--- src/rtl/lab2_isa_pkg.sv ---
// lab2_isa_pkg: shared ISA opcodes, encoder error codes and encoder FSM states
package lab2_isa_pkg;
  typedef enum logic [3:0] {
    ADD   = 4'h0, ADDI  = 4'h1, SUB  = 4'h2, LD   = 4'h3,
    ST    = 4'h4, STL   = 4'h5, BEQ0 = 4'h6, J    = 4'h7,
    SHL   = 4'h8, PUSHV = 4'h9, POPV = 4'hA, ADDRC = 4'hB,
    CMP4  = 4'hC, CLR   = 4'hD, HALT = 4'hE, TBD  = 4'hF
  } opcode_e;
  typedef enum logic [1:0] {ERR_NONE, ERR_ILLEGAL, ERR_RANGE, ERR_OVF} err_code_e;
  typedef enum logic [1:0] {S_IDLE, S_LOAD, S_DRAIN, S_DONE} state_e;
endpackage

--- src/rtl/instr_fifo.sv ---
// instr_fifo: synchronous power-of-two FIFO with flush for encoded instruction words
module instr_fifo #(
  parameter int WIDTH = 8,
  parameter int DEPTH = 4
) (
  input  logic             clk,
  input  logic             reset_n,
  input  logic             flush,
  input  logic             push,
  input  logic             pop,
  input  logic [WIDTH-1:0] din,
  output logic [WIDTH-1:0] dout,
  output logic             full,
  output logic             empty
);
  localparam int AW = $clog2(DEPTH);
  logic [WIDTH-1:0] mem [DEPTH];
  logic [AW-1:0] wp, rp;
  logic [AW:0] count;
  logic do_push, do_pop;
  assign full    = count == (AW+1)'(DEPTH);
  assign empty   = count == '0;
  assign do_push = push && !full;
  assign do_pop  = pop && !empty;
  assign dout    = mem[rp];
  always_ff @(posedge clk or negedge reset_n)
    if (!reset_n) begin
      wp    <= '0;
      rp    <= '0;
      count <= '0;
    end else if (flush) begin
      wp    <= '0;
      rp    <= '0;
      count <= '0;
    end else begin
      wp    <= wp + AW'(do_push);
      rp    <= rp + AW'(do_pop);
      count <= count + (AW+1)'(do_push) - (AW+1)'(do_pop);
    end
  always_ff @(posedge clk)
    if (do_push && !flush) mem[wp] <= din;
endmodule

--- src/rtl/instr_encoder.sv ---
// instr_encoder: packs symbolic instructions into 8-bit ISA words and writes them to imem (INSTR_ENC_CHECK_EN adds opcode/range checks)
module instr_encoder
  import lab2_isa_pkg::*;
#(
  parameter int FIFO_DEPTH = 4,
  parameter int IMEM_AW    = 8
) (
  input  logic               clk,
  input  logic               reset_n,
  input  logic               start_i,
  input  logic               in_valid_i,
  output logic               in_ready_o,
  input  logic [3:0]         op_i,
  input  logic [2:0]         ra_i,
  input  logic [2:0]         rb_i,
  input  logic [3:0]         imm_i,
  output logic               imem_we_o,
  input  logic               imem_ready_i,
  output logic [IMEM_AW-1:0] imem_addr_o,
  output logic [7:0]         imem_wdata_o,
  output logic               done_o,
  output logic               err_o,
  output logic [1:0]         err_code_o
);
  state_e state, state_nxt;
  err_code_e err_code, err_nxt, rej_code;
  opcode_e op;
  logic [IMEM_AW-1:0] addr;
  logic [7:0] word, head;
  logic full, empty, accept, rej, wr_done, head_halt, ovf;

  function automatic logic [7:0] pack(opcode_e o, logic [2:0] ra, logic [2:0] rb, logic [3:0] imm);
    logic [3:0] f;
    case (o)
      ADD, SUB, LD, ST, CMP4: f = {ra[1:0], rb[1:0]};
      ADDI, SHL:              f = {ra[1:0], imm[1:0]};
      ADDRC:                  f = {ra[1:0], 2'b00};
      PUSHV, POPV, CLR, TBD:  f = {1'b0, ra};
      BEQ0, J:                f = imm;
      default:                f = 4'h0;
    endcase
    return {o, f};
  endfunction

`ifdef INSTR_ENC_CHECK_EN
  function automatic err_code_e check(opcode_e o, logic [2:0] ra, logic [2:0] rb, logic [3:0] imm);
    err_code_e e;
    e = ERR_NONE;
    case (o)
      STL:                    e = ERR_ILLEGAL;
      ADD, SUB, LD, ST, CMP4: e = (ra[2] || rb[2] || imm != 4'd0) ? ERR_RANGE : ERR_NONE;
      ADDI, SHL:              e = (ra[2] || imm > 4'd3) ? ERR_RANGE : ERR_NONE;
      ADDRC:                  e = (ra[2] || imm != 4'd0) ? ERR_RANGE : ERR_NONE;
      PUSHV, POPV, CLR, TBD:  e = (imm != 4'd0) ? ERR_RANGE : ERR_NONE;
      default:                e = ERR_NONE;
    endcase
    return e;
  endfunction
  assign rej_code = check(op, ra_i, rb_i, imm_i);
`else
  assign rej_code = ERR_NONE;
`endif

  assign op           = opcode_e'(op_i);
  assign word         = pack(op, ra_i, rb_i, imm_i);
  assign rej          = rej_code != ERR_NONE;
  assign in_ready_o   = state == S_LOAD && !full;
  assign accept       = in_valid_i && in_ready_o;
  assign imem_we_o    = !empty;
  assign wr_done      = imem_we_o && imem_ready_i;
  assign head_halt    = head[7:4] == HALT;
  assign ovf          = wr_done && !head_halt && addr == '1;
  assign imem_addr_o  = addr;
  assign imem_wdata_o = empty ? 8'h00 : head;
  assign done_o       = state == S_DONE;
  assign err_o        = err_code != ERR_NONE;
  assign err_code_o   = err_code;

  instr_fifo #(.WIDTH(8), .DEPTH(FIFO_DEPTH)) u_fifo (
    .clk    (clk),
    .reset_n(reset_n),
    .flush  (start_i || ovf),
    .push   (accept && !rej),
    .pop    (wr_done),
    .din    (word),
    .dout   (head),
    .full   (full),
    .empty  (empty)
  );

  always_comb begin
    state_nxt = start_i ? S_LOAD
              : ovf ? S_DONE
              : (state == S_LOAD && accept && op == HALT) ? S_DRAIN
              : (state == S_DRAIN && wr_done && head_halt) ? S_DONE
              : state;
    err_nxt   = start_i ? ERR_NONE
              : err_code != ERR_NONE ? err_code
              : ovf ? ERR_OVF
              : (accept && rej) ? rej_code
              : ERR_NONE;
  end

  always_ff @(posedge clk or negedge reset_n)
    if (!reset_n) state <= S_IDLE;
    else state <= state_nxt;

  always_ff @(posedge clk or negedge reset_n)
    if (!reset_n) begin
      addr     <= '0;
      err_code <= ERR_NONE;
    end else begin
      addr     <= start_i ? '0 : wr_done ? addr + 1'b1 : addr;
      err_code <= err_nxt;
    end
endmodule
--- config.mk ---
export PLATFORM = sky130hd
export DESIGN_NAME = instr_encoder
export DESIGN_NICKNAME = d
export VERILOG_FILES = /design/src/rtl/lab2_isa_pkg.sv /design/src/rtl/instr_fifo.sv /design/src/rtl/instr_encoder.sv
export SDC_FILE = /design/constraint.sdc
export NUM_CORES = 1
export LEC_CHECK = 0
export ABC_CLOCK_PERIOD_IN_PS = 5050
export CORE_MARGIN = 2
export CORE_UTILIZATION = 57
export DETAILED_ROUTE_END_ITERATION = 8
export PLACE_DENSITY = 0.95
export SYNTH_ARGS = -nofsm -noshare
export SYNTH_HDL_FRONTEND = slang
export SYNTH_SLANG_ARGS = --single-unit
--- constraint.sdc ---
create_clock -name clk -period 5.05 [get_ports clk]
set_clock_uncertainty 0.2 [all_clocks]
set_input_delay 0.7575 -clock clk [delete_from_list [all_inputs] [get_ports clk]]
set_output_delay 0.7575 -clock clk [all_outputs]
set_load 0.01 [all_outputs]
==> impl_metrics.csv, run 1 <==
group,metric,value,unit
run_status,status,"finished, final reports clean",
critical_path,arrival,2.29,ns
sta,grt_setup_unrepaired,"false",
place,port_buffers,39,
synthesis,syn-instance-count,173,
layout,fill_cells,248,
layout,stdcell_count,262,
route,dr.pass1.iters,4,
sta,tightest_slew,0.819,ns
place,gp_congestion,0.780,
layout,diodes,0,
sta,hold_viol,0,
critical_path,critPathMaxStageDelay,0.70,ns
route,initialDrtViolationCount,104,
route,drc_errors,0,
critical_path,end_kind,"output port",
floorplanning,die_area,0.00485,mm²
sta,report.final.slew_viol_count,0,
synthesis,synth_top_area_share,0.392,
critical_path,cp_max_fo,9,
clocking,numCtsBuffers,5,
floorplanning,io_pins,41,
grt,grt.total_usage,0.213,
grt,grt-ovfl-total,0,
clocking,clk_latency,0.30,ns
critical_path,startpoint_type,"register",
sta,slew_headroom,0.452,
synthesis,ys_ff_latch,50,
synthesis,synth_ff_type,"edfxtp_1",
pwr,peakVddDrop,0.246,mV
synthesis,synthArstFlopShare,0.360,
floorplanning,fp.dieW,69.6,µm
grt,grt_max_degree,19,
route,vias_per_cell,6.11,
synthesis,synth_nets,198,
clocking,post_cts_buffers,0,
pwr,p_per_area,390,mW/mm²
grt,grt_pass1_wl,7850,µm
critical_path,path_cells,"mux4_1 > and2_1 > clkdlybuf4s50_1",
sta,period_needed,3.25,ns
synthesis,synth_top_area_cell,"edfxtp_1",
place,hpwl,3470,µm
synthesis,ys_types,45,
layout,drive_gt1_frac,0.113,
clocking,postCtsHoldBufs,0,
grt,grt_pass1_vias,1607,
synthesis,syn_area,0.00245,mm²
route,vias,1600,
synthesis,yosysWarnings,0,
synthesis,syn_area_per_cell,14.2,µm²
floorplanning,row_count,23,
clocking,cts.htree.levels,2,
sta,clock.fmax,308,MHz
synthesis,synthTopCellsByArea,"edfxtp_1, dfrtp_1, mux4_1",
sta,setup_viol,0,
hold_path,min_path_type,"register to register",
layout,nets,236,
layout,final_cell_area,0.00294,mm²
route,postRouteAntennaNets,0,
floorplanning,core_area,0.00406,mm²
floorplanning,start_util,0.605,
clocking,ctsResizeCount,0,
clocking,clkTransAtPathRegs,0.09,ns
clocking,clock-sinks,50,
grt,antenna_found_initial,0,
critical_path,slowest_stage,"mux4_1",
sta,fin_crit_sh,0.644,
route,wl,4790,µm
run,drv_cap,0,
critical_path,crit_type,"register to output port",
route,wire_per_inst,18.3,µm
layout,area_growth,19.9,%
synthesis,synth-edff-count,32,
synthesis,synth-seq-area-share,0.575,
place,dp_cells,254,
place,dpl_cell_area,0.00284,mm²
sta,tns,0,ns
clocking,cts_tree,"built",
clocking,cts_max_path_buffers,2,
pwr,p_leak,0.00111,µW
critical_path,required,4.09,ns
floorplanning,die_h,69.6,µm
clocking,ctsRootBufferMaster,"clkbuf_8",
[registers in the layout (all words and copies together) (netlist names)]
name	flops
err_code_o	1
state	2
imem_addr_o	8
u_fifo.mem	32
u_fifo.count	3
u_fifo.rp	2
u_fifo.wp	2
[synth_stat cells (all sizes together), types with 2 or more instances]
master  instances
inv             7
nand2           6
o22ai           2
nand3           3
nor2b           4
xor2            3
clkbuf          4
a221oi          2
dfrtp          18
nor3            4
and2           17
a21oi           6
a22o            4
mux2i           2
buf             4
edfxtp         32
and3            2
and4            2
nor3b           3
a221o           3
mux4            8
xnor2           8
a211oi          2
ha              5
and4b           2
nor2            9
[cell type report]
class | instances | area, µm² | area share
sequential | 50 | 1410 | 0.480
multi-input combinational | 108 | 953 | 0.324
timing repair buffer | 39 | 390 | 0.133
clock buffer | 6 | 82.6 | 0.0281
tap | 50 | 62.6 | 0.0213
inverter | 7 | 26.3 | 0.00893
clock inverter | 2 | 16.3 | 0.00553
[worst max-delay path: cells and delay by family, from the launching register on]
| family | cells | cell delay (ns) |
|---|---|---|
| buffers and inverters | 1 | 0.47 |
| DFF | 1 | 0.63 |
| muxes | 1 | 0.70 |
| and+or+nand+nor | 1 | 0.19 |
[metal layers]
metal / vias to the layer above / routed length [µm] / share of wire / track usage
li1: 727 / - / - / -
met5: - / 0 / 0 / 0
met3: 14 / 229 / 0.048 / 0.0349
met2: 58 / 2510 / 0.52 / 0.345
met4: 0 / 168 / 0.035 / 0.118
met1: 801 / 1880 / 0.39 / 0.276
[layout by cell type, fill, tap and decap left out, types with 5 or more instances in the layout]
master | Yosys | layout
inv_1 | 7 | 7
nand2_1 | 6 | 6
edfxtp_1 | 32 | 32
and2_2 | 8 | 8
a21oi_1 | 5 | 5
clkdlybuf4s50_1 | 0 | 39
dfrtp_1 | 18 | 18
nor2_1 | 9 | 9
and2_1 | 9 | 9
xnor2_1 | 8 | 8
clkbuf_8 | 1 | 6
ha_1 | 5 | 5
mux4_1 | 7 | 7
[path summary, 6_finish.rpt]
kind,startpoint,to,slack (ns),cells past startpoint
setup / recovery,u_fifo.rp[0],imem_wdata_o[5],1.80,3
hold / removal,err_code_o[0],err_code_o[0],0.38,2
setup reg to reg,u_fifo.count[0],u_fifo.count[2],1.96,9
hold reg to reg,err_code_o[0],err_code_o[0],0.38,2
max in group asynchronous,reset_n,imem_addr_o[1],3.42,1
min in group asynchronous,reset_n,u_fifo.wp[0],0.72,1
[cell families after synthesis]
family	Yosys count	synth area share
AND/OR/NAND/NOR	57	0.149
flip-flops	50	0.575
AO/OA/AOI/OAI	24	0.0739
buffers and inverters	15	0.0362
XOR/XNOR	11	0.0393
multiplexers	10	0.0923
adder cells (fa/ha/maj)	6	0.0337
[report_power, final]
group	switching, µW	total (µW)	internal (µW)
Sequential	45.4	523	477
Combinational	166	380	214
Clock	133	246	113
Total	345	1150	804
[metrics by stage]
step                setup slack, ns  total power, µW   util  hold slack, ns
global placement               1.71              888  0.701           0.331
finish                         1.80             1150  0.725           0.376
detailed placement             1.65              913  0.701           0.373
floorplan                      2.32              756      -           0.262
CTS                            1.78             1160  0.725           0.389
global route                   1.68             1210  0.725           0.419
(Power assumes the default switching activity.)
==> inputs of run 2 (changes only) <==
--- a/config.mk
+++ b/config.mk
@@ -5,11 +5,11 @@
 export SDC_FILE = /design/constraint.sdc
 export NUM_CORES = 1
 export LEC_CHECK = 0
-export ABC_CLOCK_PERIOD_IN_PS = 5050
+export ABC_CLOCK_PERIOD_IN_PS = 2800
 export CORE_MARGIN = 2
-export CORE_UTILIZATION = 57
+export CORE_UTILIZATION = 48
 export DETAILED_ROUTE_END_ITERATION = 8
-export PLACE_DENSITY = 0.95
+export PLACE_DENSITY = 0.88
 export SYNTH_ARGS = -nofsm -noshare
 export SYNTH_HDL_FRONTEND = slang
 export SYNTH_SLANG_ARGS = --single-unit
==> constraint.sdc (replaced) <==
create_clock -name clk -period 2.8 [get_ports clk]
set_clock_uncertainty 0.2 [all_clocks]
set_input_delay 0.42 -clock clk [delete_from_list [all_inputs] [get_ports clk]]
set_output_delay 0.42 -clock clk [all_outputs]
set_load 0.01 [all_outputs]
==> impl_metrics.csv, run 2 (synthesized netlist as in run 1, its figures left out) <==
group,metric,value,unit
run_status,status,"finished, final reports clean",
critical_path,end_kind,"output port",
grt,grt_max_degree,19,
hold_path,min_path_cells,2,
grt,antenna_found_initial,0,
route,dr.pass1.iters,4,
clocking,clkTransAtPathRegs,0.09,ns
grt,grt-ovfl-total,0,
clocking,clk_latency,0.30,ns
floorplanning,row_count,26,
pwr,intPower,1660,µW
route,vias,1593,
floorplanning,core_area,0.00501,mm²
critical_path,slowest_stage,"mux4_1",
pwr,fin_total_pwr,2270,µW
pwr,power_switching,611,µW
sta,whs,0.373,ns
layout,largest_reg_flops,32,
place,hpwl,3280,µm
clocking,cts.htree.levels,2,
sta,hold_viol,0,
layout,drive_gt1_frac,0.157,
pwr,p_sw_frac,0.270,
layout,fill_cells,379,
sta,worst_slack,0.0447,ns
grt,grt.total_usage,0.175,
critical_path,startpoint_type,"register",
critical_path,crit_path_end,"imem_wdata_o[5]",
clocking,clock-sinks,50,
run,drv_cap,0,
pwr,pwr-share-comb,0.333,
place,pre_cts_ws,0.0525,ns
pwr,power_frac_seq,0.412,
critical_path,startpoint,"u_fifo.rp[0]",
clocking,numCtsBuffers,5,
layout,area_growth,26.8,%
floorplanning,start_util,0.490,
route,initialDrtViolationCount,115,
critical_path,arrival,2.14,ns
route,wire_per_inst,15.6,µm
grt,grt_pass1_wl,7280,µm
layout,nets,247,
place,gp_congestion,0.788,
hold_path,min_path_type,"register to register",
layout,mostFrequentLayoutCells,"clkdlybuf4s50_1, edfxtp_1, dfrtp_1",
route,vias_per_cell,5.44,
layout,final_common_cell,"clkdlybuf4s50_1",
critical_path,crit_type,"register to output port",
clocking,postCtsHoldBufs,0,
route,wl,4580,µm
critical_path,critPathMaxStageDelay,0.67,ns
sta,setup_viol,0,
floorplanning,die_area,0.00570,mm²
clocking,cts_max_path_buffers,2,
critical_path,path_cells,"mux4_1 > and2_1 > clkdlybuf4s50_1",
layout,diodes,0,
place,port_buffers,39,
sta,period_needed,2.76,ns
sta,grt_setup_unrepaired,"true",
layout,seq_area,0.00141,mm²
route,postRouteAntennaNets,0,
critical_path,r2r_cells,9,
floorplanning,io_pins,41,
pwr,p_per_area,729,mW/mm²
pwr,clockPowerShare,0.255,
pwr,peakVddDrop,0.274,mV
grt,grt_pass1_vias,1488,
critical_path,required,2.18,ns
route,drc_errors,0,
floorplanning,die_h,75.5,µm
floorplanning,fp.dieW,75.5,µm
sta,clock.fmax,363,MHz
critical_path,timing.rr.end,"u_fifo.count[2]",
sta,fin_crit_sh,0.984,
clocking,ctsRootBufferMaster,"clkbuf_8",
critical_path,r2r-start,"u_fifo.count[0]",
sta,slew_headroom,0.457,
pwr,p_leak,0.00118,µW
critical_path,cp_max_fo,7,
sta,report.final.slew_viol_count,0,
layout,largest_register,"u_fifo.mem",
clocking,cts_tree,"built",
layout,multi_input_area,953,µm²
critical_path,rrSetupSlack,0.22,ns
sta,tightest_slew,0.812,ns
## run 2: cell count changes in the layout (fill, tap and decap cells not counted), sizes merged
cell,before,now
clkinv,0,1
clkbuf,6,5
inv,8,7
buf,0,11
clkinvlp,1,0
bufinv,0,2
## run 2: layer usage
metal	global-route usage	wire, µm
met3	0.0317	158
met2	0.282	2370
met4	0.0702	84
met5	0	0
met1	0.238	1970
## run 2: power groups by stage
stage / clock network [µW] / registers (µW) / logic (µW)
floorplan: 0 / 916 / 447
global placement: 0 / 948 / 694
detailed placement: 0 / 952 / 719
CTS: 587 / 934 / 753
global route: 614 / 943 / 824
finish: 579 / 934 / 754
## run 2: how the worst min path moves through the flow
| stage | slack [ns] | start | to |
|---|---|---|---|
| floorplan | -0.08 | reset_n | err_code_o[0] |
| global placement | 0.34 | err_code_o[0] | err_code_o[0] |
| detailed placement | 0.36 | imem_addr_o[7] | imem_addr_o[7] |
| CTS | 0.38 | err_code_o[0] | err_code_o[0] |
| global route | 0.43 | err_code_o[0] | err_code_o[0] |
| finish | 0.37 | err_code_o[0] | err_code_o[0] |
## run 2: through the flow
stage / cell area, µm² / TNS (ns) / std cells / util
after CTS: 3100 / 0 / 292 / 0.619
after global placement: 2950 / 0 / 283 / 0.589
after floorplan: 2450 / 0 / 173 / -
after detailed placement: 2950 / 0 / 283 / 0.589
final: 3110 / 0 / 293 / 0.621
after global routing: 3110 / -0.0259 / 293 / 0.621
## run 2: cell type report
type                            instances  area share
Multi-Input combinational cell        108       0.307
Tap cell                               70      0.0282
Sequential cell                        50       0.454
Clock inverter                          3      0.0205
Clock buffer                            5      0.0221
Inverter                                7     0.00845
Timing Repair Buffer                   50       0.160
## run 2: timing repair
action,in CTS,in global routing
pin swaps,0,0
endpoints found under the setup margin,8,4
setup buffers,1,1
resized for setup,1,0
## run 2: worst max-delay path: cells and delay by family, from the launching register on
family / cells / cell delay [ns]
buffers and inverters: 1 / 0.47
and+or+nand+nor: 1 / 0.20
DFF: 1 / 0.50
muxes: 1 / 0.67
